===== src/rtl/fwd_hazard_ctrl_pkg.sv =====
// Shared pipeline definitions: destination tags, forwarding select encodings
// consumed by the operand muxes, scoreboard/FSM types and the HI/LO select helper.
package fwd_hazard_ctrl_pkg;

    localparam logic [5:0] TAG_HI   = 6'd32;
    localparam logic [5:0] TAG_LO   = 6'd33;
    localparam logic [5:0] TAG_PROD = 6'd34;

    localparam logic [1:0] FWD_REG = 2'b00;
    localparam logic [1:0] FWD_EM  = 2'b10;
    localparam logic [1:0] FWD_WB  = 2'b01;

    localparam logic [2:0] FWD3_IDEX    = 3'b000;
    localparam logic [2:0] FWD3_WB_ALU  = 3'b001;
    localparam logic [2:0] FWD3_EM_ALU  = 3'b010;
    localparam logic [2:0] FWD3_WB_PROD = 3'b011;
    localparam logic [2:0] FWD3_EM_PROD = 3'b100;

    typedef enum logic {
        ST_IDLE = 1'b0,
        ST_BUSY = 1'b1
    } busy_state_t;

    // HI/LO operand select: a full product beats a single-register move within
    // the same stage, and the younger (EX/MEM) stage beats MEM/WB.
    function automatic logic [2:0] hilo_sel(
        input logic [5:0] em_dst,
        input logic       em_wr,
        input logic [5:0] wb_dst,
        input logic       wb_wr,
        input logic [5:0] tag
    );
        logic [2:0] sel;
        sel = FWD3_IDEX;
        if (em_wr && em_dst == TAG_PROD)      sel = FWD3_EM_PROD;
        else if (em_wr && em_dst == tag)      sel = FWD3_EM_ALU;
        else if (wb_wr && wb_dst == TAG_PROD) sel = FWD3_WB_PROD;
        else if (wb_wr && wb_dst == tag)      sel = FWD3_WB_ALU;
        return sel;
    endfunction

endpackage


===== src/rtl/fwd_hazard_ctrl_match.sv =====
// GPR tag compare against a near and a far pipeline stage with near-stage
// priority. Register 0 and the HI/LO/PROD tags never match.
module fwd_hazard_ctrl_match
    import fwd_hazard_ctrl_pkg::*;
(
    input  logic [4:0] src,
    input  logic [5:0] near_dst,
    input  logic       near_wr,
    input  logic [5:0] far_dst,
    input  logic       far_wr,
    output logic [1:0] sel
);

    logic src_nz;
    logic near_hit;
    logic far_hit;

    // Zero-extending the source keeps dst tags >= 32 from ever matching.
    always_comb begin
        src_nz   = (src != 5'd0);
        near_hit = near_wr && src_nz && (near_dst == {1'b0, src});
        far_hit  = far_wr  && src_nz && (far_dst  == {1'b0, src});
        sel      = FWD_REG;
        if (near_hit)     sel = FWD_EM;
        else if (far_hit) sel = FWD_WB;
    end

endmodule


===== src/rtl/fwd_hazard_ctrl.sv =====
// Forwarding and hazard controller: shadow EX/MEM and MEM/WB destination
// scoreboards, forwarding selects for ID, EX and HI/LO operands, stall/bubble
// generation and the multiply-busy sequencer.
//
//  state   | meaning
//  --------+-----------------------------------------------------------
//  ST_IDLE | no multi-cycle product in flight; EX/MEM tracks ID/EX
//  ST_BUSY | product occupying EX; cnt counts remaining cycles, PROD
//          | tag held in EX/MEM, ID readers of HI/LO are stalled
module fwd_hazard_ctrl
    import fwd_hazard_ctrl_pkg::*;
#(
    parameter int MUL_LAT = 4,
    parameter int CNT_W   = 3
) (
    input  logic       clk,
    input  logic       rst,
    input  logic       flush,
    input  logic [4:0] id_rs,
    input  logic [4:0] id_rt,
    input  logic       id_rs_use,
    input  logic       id_rt_use,
    input  logic       id_branch,
    input  logic       id_hilo_use,
    input  logic [4:0] ex_rs,
    input  logic [4:0] ex_rt,
    input  logic [5:0] ex_dst,
    input  logic       ex_regwrite,
    input  logic       ex_memtoreg,
    input  logic       ex_rd_lo,
    input  logic       ex_rd_hi,
    output logic [1:0] Forward1A,
    output logic [1:0] Forward1B,
    output logic [1:0] Forward2A,
    output logic [1:0] Forward2B,
    output logic [2:0] Forward3A,
    output logic [2:0] Forward3B,
    output logic       stall,
    output logic       OR3_out,
    output logic       mul_busy
);

    busy_state_t      state, state_nxt;
    logic [CNT_W-1:0] cnt, cnt_nxt;

    logic [5:0] em_dst;
    logic       em_wr;
    logic       em_mtr;
    logic [5:0] wb_dst;
    logic       wb_wr;

    logic       em_alu_wr;
    logic [1:0] hz_rs_sel;
    logic [1:0] hz_rt_sel;
    logic       rs_ex_hit, rt_ex_hit, rs_em_hit, rt_em_hit;
    logic       src_ex_hit, src_em_hit;

    // Scoreboard shift; the PROD entry stays in EX/MEM while the multiplier is busy.
    always_ff @(posedge clk or posedge rst) begin
        if (rst) begin
            em_dst <= 6'd0;
            em_wr  <= 1'b0;
            em_mtr <= 1'b0;
            wb_dst <= 6'd0;
            wb_wr  <= 1'b0;
        end else if (flush) begin
            em_dst <= 6'd0;
            em_wr  <= 1'b0;
            em_mtr <= 1'b0;
            wb_dst <= 6'd0;
            wb_wr  <= 1'b0;
        end else begin
            wb_dst <= em_dst;
            wb_wr  <= em_wr;
            if (state != ST_BUSY) begin
                em_dst <= ex_dst;
                em_wr  <= ex_regwrite;
                em_mtr <= ex_memtoreg;
            end
        end
    end

    // Busy sequencer state register.
    always_ff @(posedge clk or posedge rst) begin
        if (rst) begin
            state <= ST_IDLE;
            cnt   <= '0;
        end else begin
            state <= state_nxt;
            cnt   <= cnt_nxt;
        end
    end

    // Busy sequencer next state: load MUL_LAT-1 on a product write, leave at terminal count 1.
    always_comb begin
        state_nxt = state;
        cnt_nxt   = cnt;
        if (flush) begin
            state_nxt = ST_IDLE;
            cnt_nxt   = '0;
        end else begin
            case (state)
                ST_IDLE: begin
                    if (MUL_LAT > 1 && ex_regwrite && ex_dst == TAG_PROD) begin
                        state_nxt = ST_BUSY;
                        cnt_nxt   = CNT_W'(MUL_LAT - 1);
                    end
                end
                ST_BUSY: begin
                    if (cnt == CNT_W'(1)) begin
                        state_nxt = ST_IDLE;
                        cnt_nxt   = '0;
                    end else begin
                        cnt_nxt = cnt - CNT_W'(1);
                    end
                end
                default: begin
                    state_nxt = ST_IDLE;
                    cnt_nxt   = '0;
                end
            endcase
        end
    end

    // A load in EX/MEM has no data yet, so the ID comparator may not take it.
    assign em_alu_wr = em_wr & ~em_mtr;

    fwd_hazard_ctrl_match u_fwd1a (
        .src(id_rs), .near_dst(em_dst), .near_wr(em_alu_wr),
        .far_dst(wb_dst), .far_wr(wb_wr), .sel(Forward1A)
    );
    fwd_hazard_ctrl_match u_fwd1b (
        .src(id_rt), .near_dst(em_dst), .near_wr(em_alu_wr),
        .far_dst(wb_dst), .far_wr(wb_wr), .sel(Forward1B)
    );
    fwd_hazard_ctrl_match u_fwd2a (
        .src(ex_rs), .near_dst(em_dst), .near_wr(em_wr),
        .far_dst(wb_dst), .far_wr(wb_wr), .sel(Forward2A)
    );
    fwd_hazard_ctrl_match u_fwd2b (
        .src(ex_rt), .near_dst(em_dst), .near_wr(em_wr),
        .far_dst(wb_dst), .far_wr(wb_wr), .sel(Forward2B)
    );

    // ID sources against ID/EX (near) and EX/MEM (far) for hazard detection.
    fwd_hazard_ctrl_match u_hz_rs (
        .src(id_rs), .near_dst(ex_dst), .near_wr(ex_regwrite),
        .far_dst(em_dst), .far_wr(em_wr), .sel(hz_rs_sel)
    );
    fwd_hazard_ctrl_match u_hz_rt (
        .src(id_rt), .near_dst(ex_dst), .near_wr(ex_regwrite),
        .far_dst(em_dst), .far_wr(em_wr), .sel(hz_rt_sel)
    );

    // Stall sources; a far hit hidden by a near hit already stalls through the near term.
    always_comb begin
        rs_ex_hit  = id_rs_use && (hz_rs_sel == FWD_EM);
        rt_ex_hit  = id_rt_use && (hz_rt_sel == FWD_EM);
        rs_em_hit  = id_rs_use && (hz_rs_sel == FWD_WB);
        rt_em_hit  = id_rt_use && (hz_rt_sel == FWD_WB);
        src_ex_hit = rs_ex_hit || rt_ex_hit;
        src_em_hit = rs_em_hit || rt_em_hit;
        mul_busy   = (state == ST_BUSY);
        stall      = !rst && ((ex_memtoreg && src_ex_hit)
                           || (id_branch && src_ex_hit)
                           || (id_branch && em_mtr && src_em_hit)
                           || (id_hilo_use && mul_busy));
        OR3_out    = stall;
    end

    // HI/LO operand selects for the EX stage.
    always_comb begin
        Forward3A = ex_rd_lo ? hilo_sel(em_dst, em_wr, wb_dst, wb_wr, TAG_LO) : FWD3_IDEX;
        Forward3B = ex_rd_hi ? hilo_sel(em_dst, em_wr, wb_dst, wb_wr, TAG_HI) : FWD3_IDEX;
    end

endmodule


===== config.mk =====
export PLATFORM = sky130hd
export DESIGN_NAME = fwd_hazard_ctrl
export DESIGN_NICKNAME = d
export VERILOG_FILES = /design/src/rtl/fwd_hazard_ctrl_pkg.sv /design/src/rtl/fwd_hazard_ctrl_match.sv /design/src/rtl/fwd_hazard_ctrl.sv
export SDC_FILE = /design/constraint.sdc
export NUM_CORES = 1
export LEC_CHECK = 0
export ABC_AREA = 0
export CAP_MARGIN = 20
export CELL_PAD_IN_SITES_DETAIL_PLACEMENT = 0
export CELL_PAD_IN_SITES_GLOBAL_PLACEMENT = 1
export CORE_ASPECT_RATIO = 0.7
export CORE_MARGIN = 4
export CORE_UTILIZATION = 23
export DETAILED_ROUTE_END_ITERATION = 10
export PLACE_DENSITY = 0.62
export SYNTH_ARGS = -nofsm -noshare
export SYNTH_HDL_FRONTEND = slang
export SYNTH_HIERARCHICAL = 1
export SYNTH_SLANG_ARGS = --single-unit

===== constraint.sdc =====
create_clock -name clk -period 2.9 [get_ports clk]
set_clock_uncertainty 0.15 [all_clocks]
set_input_delay 0.435 -clock clk [delete_from_list [all_inputs] [get_ports clk]]
set_output_delay 0.435 -clock clk [all_outputs]
set_load 0.01 [all_outputs]

-- Yosys cells after proc, flatten, opt, wreduce, memory -nomap -nowiden
Index checks and enable logic that the tools add are counted.
- bitwise gates (word level): 3
- equal/unequal tests: 24
- add/subtract/negate cells: 1
- reductions and logical operators: 51
- muxes and demuxes: 38
- operator list (operator ; number):
    equality test 6 x 5 -> 1 bit ; 10
    equality test 6 bit (second input constant) ; 7
    logical AND 1 bit ; 41
    2-to-1 mux 3 bit ; 7
    2-to-1 mux 2 bit ; 10
    nonzero test 5 bit ; 4
    2-to-1 mux 6 bit ; 3
    2-to-1 mux 1 bit ; 16
    one-hot mux 3 bit (2 select lines) ; 1
    logical OR 1 bit ; 5
    equality test 2 x 1 -> 1 bit (second input constant) ; 2
    equality test 2 bit (second input constant) ; 2
    equality test 3 x 1 -> 1 bit (second input constant) ; 1
    != test 3 x 2 -> 1 bit (second input constant) ; 1
    subtractor 3 x 1 -> 3 bit (second input constant) ; 1
    != test 2 bit (second input constant) ; 1
    inverter 1 bit ; 2
    one-hot mux 1 bit (2 select lines) ; 1
    bitwise AND 1 bit ; 1
    logical NOT 1 bit ; 1
- input port bits: 37
- bits in registers: 19
- logic and storage cells: 124
- output and inout port bits: 17

-- Longest topological paths before layout
Gate-level depths: netlist of run 1.
- depth after elaboration: 13
- depth in mapped cells: 9
- depth with buffers taken out: 8

-- Hierarchy
Netlist of run 1, hierarchy kept.
- by module, submodules not included (module ; seq. area each (um^2) ; cells an instance ; area an instance (um^2) ; times used):
    fwd_hazard_ctrl ; 475.5 ; 99 ; 1036.0 ; 1
    fwd_hazard_ctrl_match ; 0.0 ; 19 ; 158.9 ; 6

-- Worst setup path before layout of run 1
OpenSTA, ideal clock, no wires.
- path type: input -> output
- from: in id_rs[1]
- to: out stall
- data required time: 2.315 ns
- slack: 0.156 ns
- stages on the path: 9
- buffers on the path: 1
- arrival: 2.159 ns
- path through: or4_1 nor2_2 nor3_2 nor4_2 nand2_1 o21ai_0 a32oi_1 a21oi_1 buf_4
- elaborated cells on any way between the ends: 22
- those cells by class: eq/ne (4); mux (2); reduce/logical (16)
- RTL lines (item ; RTL line ; text):
    from (decl) ; fwd_hazard_ctrl.sv:19 ; input logic [4:0] id_rs,
    nonzero test 5 bit ; fwd_hazard_ctrl_match.sv:20 ; src_nz = (src != 5'd0);
    logical AND 1 bit ; fwd_hazard_ctrl_match.sv:21 ; near_hit = near_wr && src_nz && (near_dst == {1'b0, src});
    logical AND 1 bit * ; fwd_hazard_ctrl_match.sv:21 ;
    net u_hz_rs.near_hit ; fwd_hazard_ctrl_match.sv:15 ; logic near_hit;
    2-to-1 mux 2 bit * ; fwd_hazard_ctrl_match.sv:24 ; if (near_hit) sel = FWD_EM;
    net hz_rs_sel[0] ; fwd_hazard_ctrl.sv:53 ; logic [1:0] hz_rs_sel;
    equality test 2 bit ; fwd_hazard_ctrl.sv:157 ; rs_ex_hit = id_rs_use && (hz_rs_sel == FWD_EM);
    logical AND 1 bit ; fwd_hazard_ctrl.sv:157 ;
    logical OR 1 bit ; fwd_hazard_ctrl.sv:161 ; src_ex_hit = rs_ex_hit || rt_ex_hit;
    logical AND 1 bit (on tied branches) ; fwd_hazard_ctrl.sv:164, fwd_hazard_ctrl.sv:165 ;
    logical OR 1 bit ; fwd_hazard_ctrl.sv:165 ; || (id_branch && src_ex_hit)
    logical OR 1 bit * ; fwd_hazard_ctrl.sv:166 ; || (id_branch && em_mtr && src_em_hit)
    logical OR 1 bit * ; fwd_hazard_ctrl.sv:167 ; || (id_hilo_use && mul_busy));
    logical AND 1 bit * ; fwd_hazard_ctrl.sv:164 ; stall = !rst && ((ex_memtoreg && src_ex_hit)
    to (decl) ; fwd_hazard_ctrl.sv:38 ; output logic stall,
Mark *: on every way through the listed nets, which the timed path passes. The rest lies on a longest branch.

-- Worst setup path after layout of run 1
- from: in id_rs[3]
- to: out OR3_out
- elaborated cells on any way between the ends: 22
- those cells by class: eq/ne (4); mux (2); reduce/logical (16)
- RTL lines (item ; RTL line ; text):
    nonzero test 5 bit ; fwd_hazard_ctrl_match.sv:20 ;
    logical AND 1 bit ; fwd_hazard_ctrl_match.sv:21 ;
    logical AND 1 bit * ; fwd_hazard_ctrl_match.sv:21 ;
    2-to-1 mux 2 bit * ; fwd_hazard_ctrl_match.sv:24 ;
    net hz_rs_sel[1] ; fwd_hazard_ctrl.sv:53 ;
    equality test 2 bit ; fwd_hazard_ctrl.sv:157 ;
    logical AND 1 bit ; fwd_hazard_ctrl.sv:157 ;
    logical OR 1 bit ; fwd_hazard_ctrl.sv:161 ;
    logical AND 1 bit (on tied branches) ; fwd_hazard_ctrl.sv:164, fwd_hazard_ctrl.sv:165 ;
    logical OR 1 bit ; fwd_hazard_ctrl.sv:165 ;
    logical OR 1 bit * ; fwd_hazard_ctrl.sv:166 ;
    logical OR 1 bit * ; fwd_hazard_ctrl.sv:167 ;
    logical AND 1 bit * ; fwd_hazard_ctrl.sv:164 ;
    to (decl) ; fwd_hazard_ctrl.sv:39 ; output logic OR3_out,
Marks and branches as above.

==> metrics.md, run 1 <==
| Metric | Value |
|---|---|
| Run status | finished clean |
| Final hold vios | 0 |
| Vias per cell | 4.36 |
| Height of the die | 85.8 um |
| Vias | 1889 |
| Number of fillers in the final layout | 892 |
| Crit path DAT | 2.20 ns |
| Pre-Repair DR Iteration Count | 4 |
| Final ANT Viol Nets | 0 |
| RSZ-0062 raised after global routing | false |
| Post-layout instance area | 3110 um2 |
| Final core utilization | 0.369 |
| Reg2Reg Setup Slack | 1.48 ns |
| CP Max Fanout | 2 |
| Fmax | 359 MHz |
| Syn Area/Cell | 9.34 um2 |
| Die X-Extent | 119 um |
| WS Path Type | input port to output port |
| Vias in the first global route | 1990 |
| Placed cell areas | 2980 um2 |
| Multi-input logic area | 1480 um2 |
| Worst vdd ir | 0.219 mV |
| CTS Hold Bufs | 0 |
| Fin Setup TNS | 0 ns |
| Distinct cells, synth | 35 |
| Site row count | 28 |
| Final number of setup-violating endpoints | 0 |
| Final Cycle Share | 0.960 |
| Layout overhead on the synthesized area | 56.5% |
| FF+latch count, synth | 19 |
| Routed WL | 6340 um |
| Layout cells sized above 1 | 0.307 |
| Post-DP HPWL | 5240 um |
| Initial antenna violation count | 0 |
| Post-synthesis async set-or-reset flop share | 1.00 |
| Later-pin clock latency in the skew report | 0.25 ns |
| Worst min path class | register to register |
| Number of buffers created by CTS | 3 |
| First DRT Iteration DRCs | 72 |
| Max-slew headroom | 0.465 |
| Post-Syn Area | 1990 um2 |
| Syn Nets | 252 |
| Critical path required time | 2.32 ns |
| Crit path launch type | input port |
| Root buffer cell | clkbuf_16 |
| Sequential share of the synthesized area | 0.239 |
| First-pass GRT wire length | 10500 um |
| Clk buf depth | 2 |
| Core footprint | 8440 um2 |
| Worst slew pin tran | 0.800 ns |
| Final Net Count | 353 |
| Largest net degree at the start of global routing | 20 |
| I/O Buffers | 53 |
| Power per cell area | 274 nW/um2 |
| Ys Warns | 6 |
| Initial core utilization | 0.236 |
| Worst hold margin | 0.411 ns |
| # DRC | 0 |
| GPL Wtd Cong | 0.816 |
| CTS tree | yes |
| Main synth FF type | dfrtp_1 |
| Sequential cell area | 477 um2 |
| Pwr Total | 0.854 mW |
| Nature of the critical path endpoint | output port |
| Post-Syn Instances | 213 |
| WL/cell | 14.7 um |
| Slew Limit Fails | 0 |
| H-tree depth | 1 |
| Total die area | 10200 um2 |
| Clk slew on worst S/H paths | 0.06 ns |
| Tmin final | 2.78 ns |
| Number of synthesized flops with an enable pin | 0 |
| IO Pins | 54 |
| Clk sinks | 19 |
| GRT Overall Usage | 0.127 |
| Max-cap violations | 0 |
| Antenna diode count | 0 |
| Remaining Overflow, GRT | 0 |
| Leak | 1.20 nW |
-- cells in the mapped netlist (all sizes together) (5+ instances only) --
cell type	count	area, um2
buf	11	73.8
dfrtp	19	475
inv	5	18.8
mux2i	9	90.1
nand3b	14	105
nand4	13	81.3
nor2	16	77.6
nor2b	12	77.6
nor3	10	80.1
nor4	7	96.3
or4	6	45.0
xnor2	60	526
-- state kept, by name (all words and copies together) (netlist names) --
register and cells:
cnt 3, em_dst 6, wb_wr 1, mul_busy 1, em_wr 1, wb_dst 6
em_mtr 1
-- stage by stage --
step / worst slack (ns) / instances
3_5_place_dp: -0.743 / 425
5_1_grt: 0.00893 / 433
2_1_floorplan: 0.156 / 213
6_report: 0.117 / 433
3_3_place_gp: -0.727 / 425
4_1_cts: 0.00435 / 430
-- worst paths after layout --
check,cells after the start,start,endpoint
hold / removal,2,cnt[0]$_DFFE_PP0P_,cnt[0]$_DFFE_PP0P_
min in group asynchronous,2,rst,em_dst[1]$_DFFE_PP0P_
setup reg to reg,3,mul_busy$_DFF_PP0_,em_dst[2]$_DFFE_PP0P_
hold reg to reg,2,cnt[0]$_DFFE_PP0P_,cnt[0]$_DFFE_PP0P_
setup / recovery,10,id_rs[3],OR3_out
max in group asynchronous,2,rst,em_wr$_DFFE_PP0P_
-- report_power, final --
group | switching [mW] | internal, mW
clock | 0.101 | 0.185
sequential | 0.0192 | 0.275
combinational | 0.121 | 0.152
-- what timing repair did --
action                     CTS  global route
cloned                       0             0
setup endpoints to repair    8             6
resized for setup           49            12
pin swaps                   14            10
buffers inserted             1             3
-- worst max-delay path: stages --
cell and delay, ns:
buf_2 0.10, or4_4 0.54, nor2_4 0.13, nor3_4 0.05
nor4_2 0.29, nand2_1 0.10, o21ai_2 0.12, a32oi_1 0.11
a21oi_1 0.16, buf_2 0.16
-- routing by layer --
layer,part of all wire,wire length (um),global-route usage,vias to the layer above
met5,0,0,0,-
met3,0.028,177,0.0171,5
met2,0.47,2980,0.211,24
li1,-,-,-,953
met1,0.50,3150,0.181,907
met4,0.0044,28,0.0168,0
-- kinds of logic (layout without fill, tap and decap cells) --
group / Yosys count / in the layout / share of synthesized area
XOR/XNOR: 62 / 62 / 0.273
AO/OA/AOI/OAI: 14 / 14 / 0.0528
flip-flops: 19 / 19 / 0.239
multiplexers: 9 / 9 / 0.0453
adder cells (fa/ha/maj): 2 / 2 / 0.0126
buffers and inverters: 16 / 116 / 0.0465
AND/OR/NAND/NOR: 91 / 91 / 0.331
-- final cells by class --
class	instances	share of cell area
clock buffer	3	0.0241
inverter	5	0.00603
sequential	19	0.153
multi-input combinational	178	0.474
tap	120	0.0482
clock inverter	1	0.00161
timing repair buffer	107	0.293
-- placed cells by master (no fill, tap or decap), types with 3 or more instances in the layout --
master,n
xnor2_1,59
buf_4,53
clkdlybuf4s50_1,32
dfrtp_1,18
nand3b_1,14
nand4_1,13
nor2b_1,11
mux2i_1,9
nor2_1,9
dlygate4sd2_1,8
buf_2,6
inv_1,5
nor3_2,5
nor2_2,5
nor4_2,5
and3_1,4
or4_1,4
a21oi_1,3
nand2_1,3
nor3_1,3
clkbuf_16,3
dlymetal6s2s_1,3
Note: power is estimated with default switching activity, not from simulation.
==> run 2, diff against run 1 <==
==> constraint.sdc (replaced) <==
create_clock -name clk -period 3.45 [get_ports clk]
set_clock_uncertainty 0.15 [all_clocks]
set_input_delay 0.5175 -clock clk [delete_from_list [all_inputs] [get_ports clk]]
set_output_delay 0.5175 -clock clk [all_outputs]
set_load 0.01 [all_outputs]
==> metrics.md, run 2 (synthesized netlist as in run 1, its figures left out) <==
| Metric | Value |
|---|---|
| Layout overhead on the synthesized area | 46.3% |
| Crit path DAT | 2.65 ns |
| Run status | finished clean |
| Final core utilization | 0.345 |
| CP Max Fanout | 2 |
| Vias in the first global route | 1895 |
| Later-pin clock latency in the skew report | 0.25 ns |
| Sequential Power Share | 0.363 |
| GR peak layer | met2 |
| Remaining Overflow, GRT | 0 |
| Worst slew pin tran | 0.778 ns |
| Pint | 0.503 mW |
| Initial core utilization | 0.236 |
| Placed cell areas | 2810 um2 |
| WL/cell | 15.0 um |
| CTS tree | yes |
| Clk buf depth | 2 |
| Psw | 0.197 mW |
| Regs by FF count | em_dst: 6 flops, wb_dst: 6 flops, cnt: 3 flops |
| Vias | 1790 |
| Height of the die | 85.8 um |
| Number of buffers created by CTS | 3 |
| Met2 usage | 0.200 |
| Met1 usage | 0.178 |
| Fmax | 301 MHz |
| CTS Hold Bufs | 0 |
| Final hold vios | 0 |
| IO Pins | 54 |
| Antenna diode count | 0 |
| Initial antenna violation count | 0 |
| Slew Limit Fails | 0 |
| Final Net Count | 329 |
| Site row count | 28 |
| Root buffer cell | clkbuf_16 |
| First DRT Iteration DRCs | 56 |
| Post-DP HPWL | 4950 um |
| Final ANT Viol Nets | 0 |
| Power per cell area | 241 nW/um2 |
| GPL Wtd Cong | 0.778 |
| # DRC | 0 |
| Final number of setup-violating endpoints | 0 |
| Clock network power share | 0.344 |
| I/O Buffers | 53 |
| Nature of the critical path endpoint | output port |
| Post-layout instance area | 2910 um2 |
| Largest net degree at the start of global routing | 20 |
| Vias per cell | 4.38 |
| Layout cells sized above 1 | 0.211 |
| Clk slew on worst S/H paths | 0.06 ns |
| Sw frac | 0.281 |
| Commonest non-fill, non-tap cells in the layout | xnor2_1 (60), clkdlybuf4s50_1 (47), buf_4 (30), dfrtp_1 (19), nand3b_1 (14) |
| Met3 Usage GRT | 0.0165 |
| RSZ-0062 raised after global routing | false |
| Max-slew headroom | 0.479 |
| Tmin final | 3.32 ns |
| First-pass GRT wire length | 10200 um |
| Leak | 1.06 nW |
| Max-cap violations | 0 |
| GRT Overall Usage | 0.123 |
| Total die area | 10200 um2 |
| WS Path Type | input port to output port |
| Pre-Repair DR Iteration Count | 4 |
| Routed WL | 6140 um |
| Final Instance Count excl. Fillers | 409 |
| Worst vdd ir | 0.118 mV |
| H-tree depth | 1 |
| Die X-Extent | 119 um |
| Reg2Reg Setup Slack | 2.14 ns |
| Core footprint | 8440 um2 |
| Comb pwr share | 0.293 |
| Pwr Total | 0.700 mW |
| Final Cycle Share | 0.961 |
| Worst hold margin | 0.419 ns |
| Crit path launch type | input port |
| Critical path required time | 2.78 ns |
| Worst min path class | register to register |
| Most common cell after layout, fill and taps aside | xnor2_1 |
| DP Cell Count | 404 |
| Clk sinks | 19 |
## run 2: repair_timing
action	4_1_cts	5_1_grt
buffers inserted	0	1
setup endpoints to repair	2	4
pin swaps	0	3
resized for setup	7	8
## run 2: final timing paths
check / startpoint / to / cells past startpoint
worst max-delay path: id_rs[1] / OR3_out / 10
worst min-delay path: cnt[0]$_DFFE_PP0P_ / cnt[0]$_DFFE_PP0P_ / 2
worst max register to register: mul_busy$_DFF_PP0_ / cnt[2]$_DFFE_PP0P_ / 5
worst min register to register: cnt[0]$_DFFE_PP0P_ / cnt[0]$_DFFE_PP0P_ / 2
max in group asynchronous: rst / cnt[2]$_DFFE_PP0P_ / 2
min in group asynchronous: rst / em_dst[4]$_DFFE_PP0P_ / 2
## run 2: critical path, stage by stage
cell             delay (ns)
clkdlybuf4s50_1        0.42
or4_1                  0.54
nor2_2                 0.14
nor3_2                 0.07
nor4_2                 0.27
nand2_1                0.08
o21ai_1                0.15
a32oi_1                0.11
a21oi_1                0.18
buf_2                  0.16
## run 2: layer usage
layer	up-vias	routed length, um
met5	-	0
met4	0	13
li1	907	-
met3	2	257
met2	34	2790
met1	847	3080
## run 2: through the flow
stage          setup slack [ns]   TNS, ns
2_1_floorplan             0.541         0
3_3_place_gp             -0.297    -0.594
3_5_place_dp             -0.372    -0.737
4_1_cts                -0.00170  -0.00170
5_1_grt                 0.00318         0
6_report                  0.133         0
## run 2: power groups by stage
stage	Sequential (mW)	Clock, mW	Combinational, mW
2_1_floorplan	0.252	0	0.0977
4_1_cts	0.254	0.242	0.206
5_1_grt	0.256	0.255	0.224
6_report	0.254	0.241	0.205
3_3_place_gp	0.258	0	0.204
3_5_place_dp	0.258	0	0.206
## run 2: cell type report
cell class	count	area [um2]
clock buffers	3	75.1
clock inverters	1	5.00
fillers	866	5530
inverters	5	18.8
multi-input cells	178	1430
flip-flops and latches	19	475
well taps	120	150
repair buffers	83	756
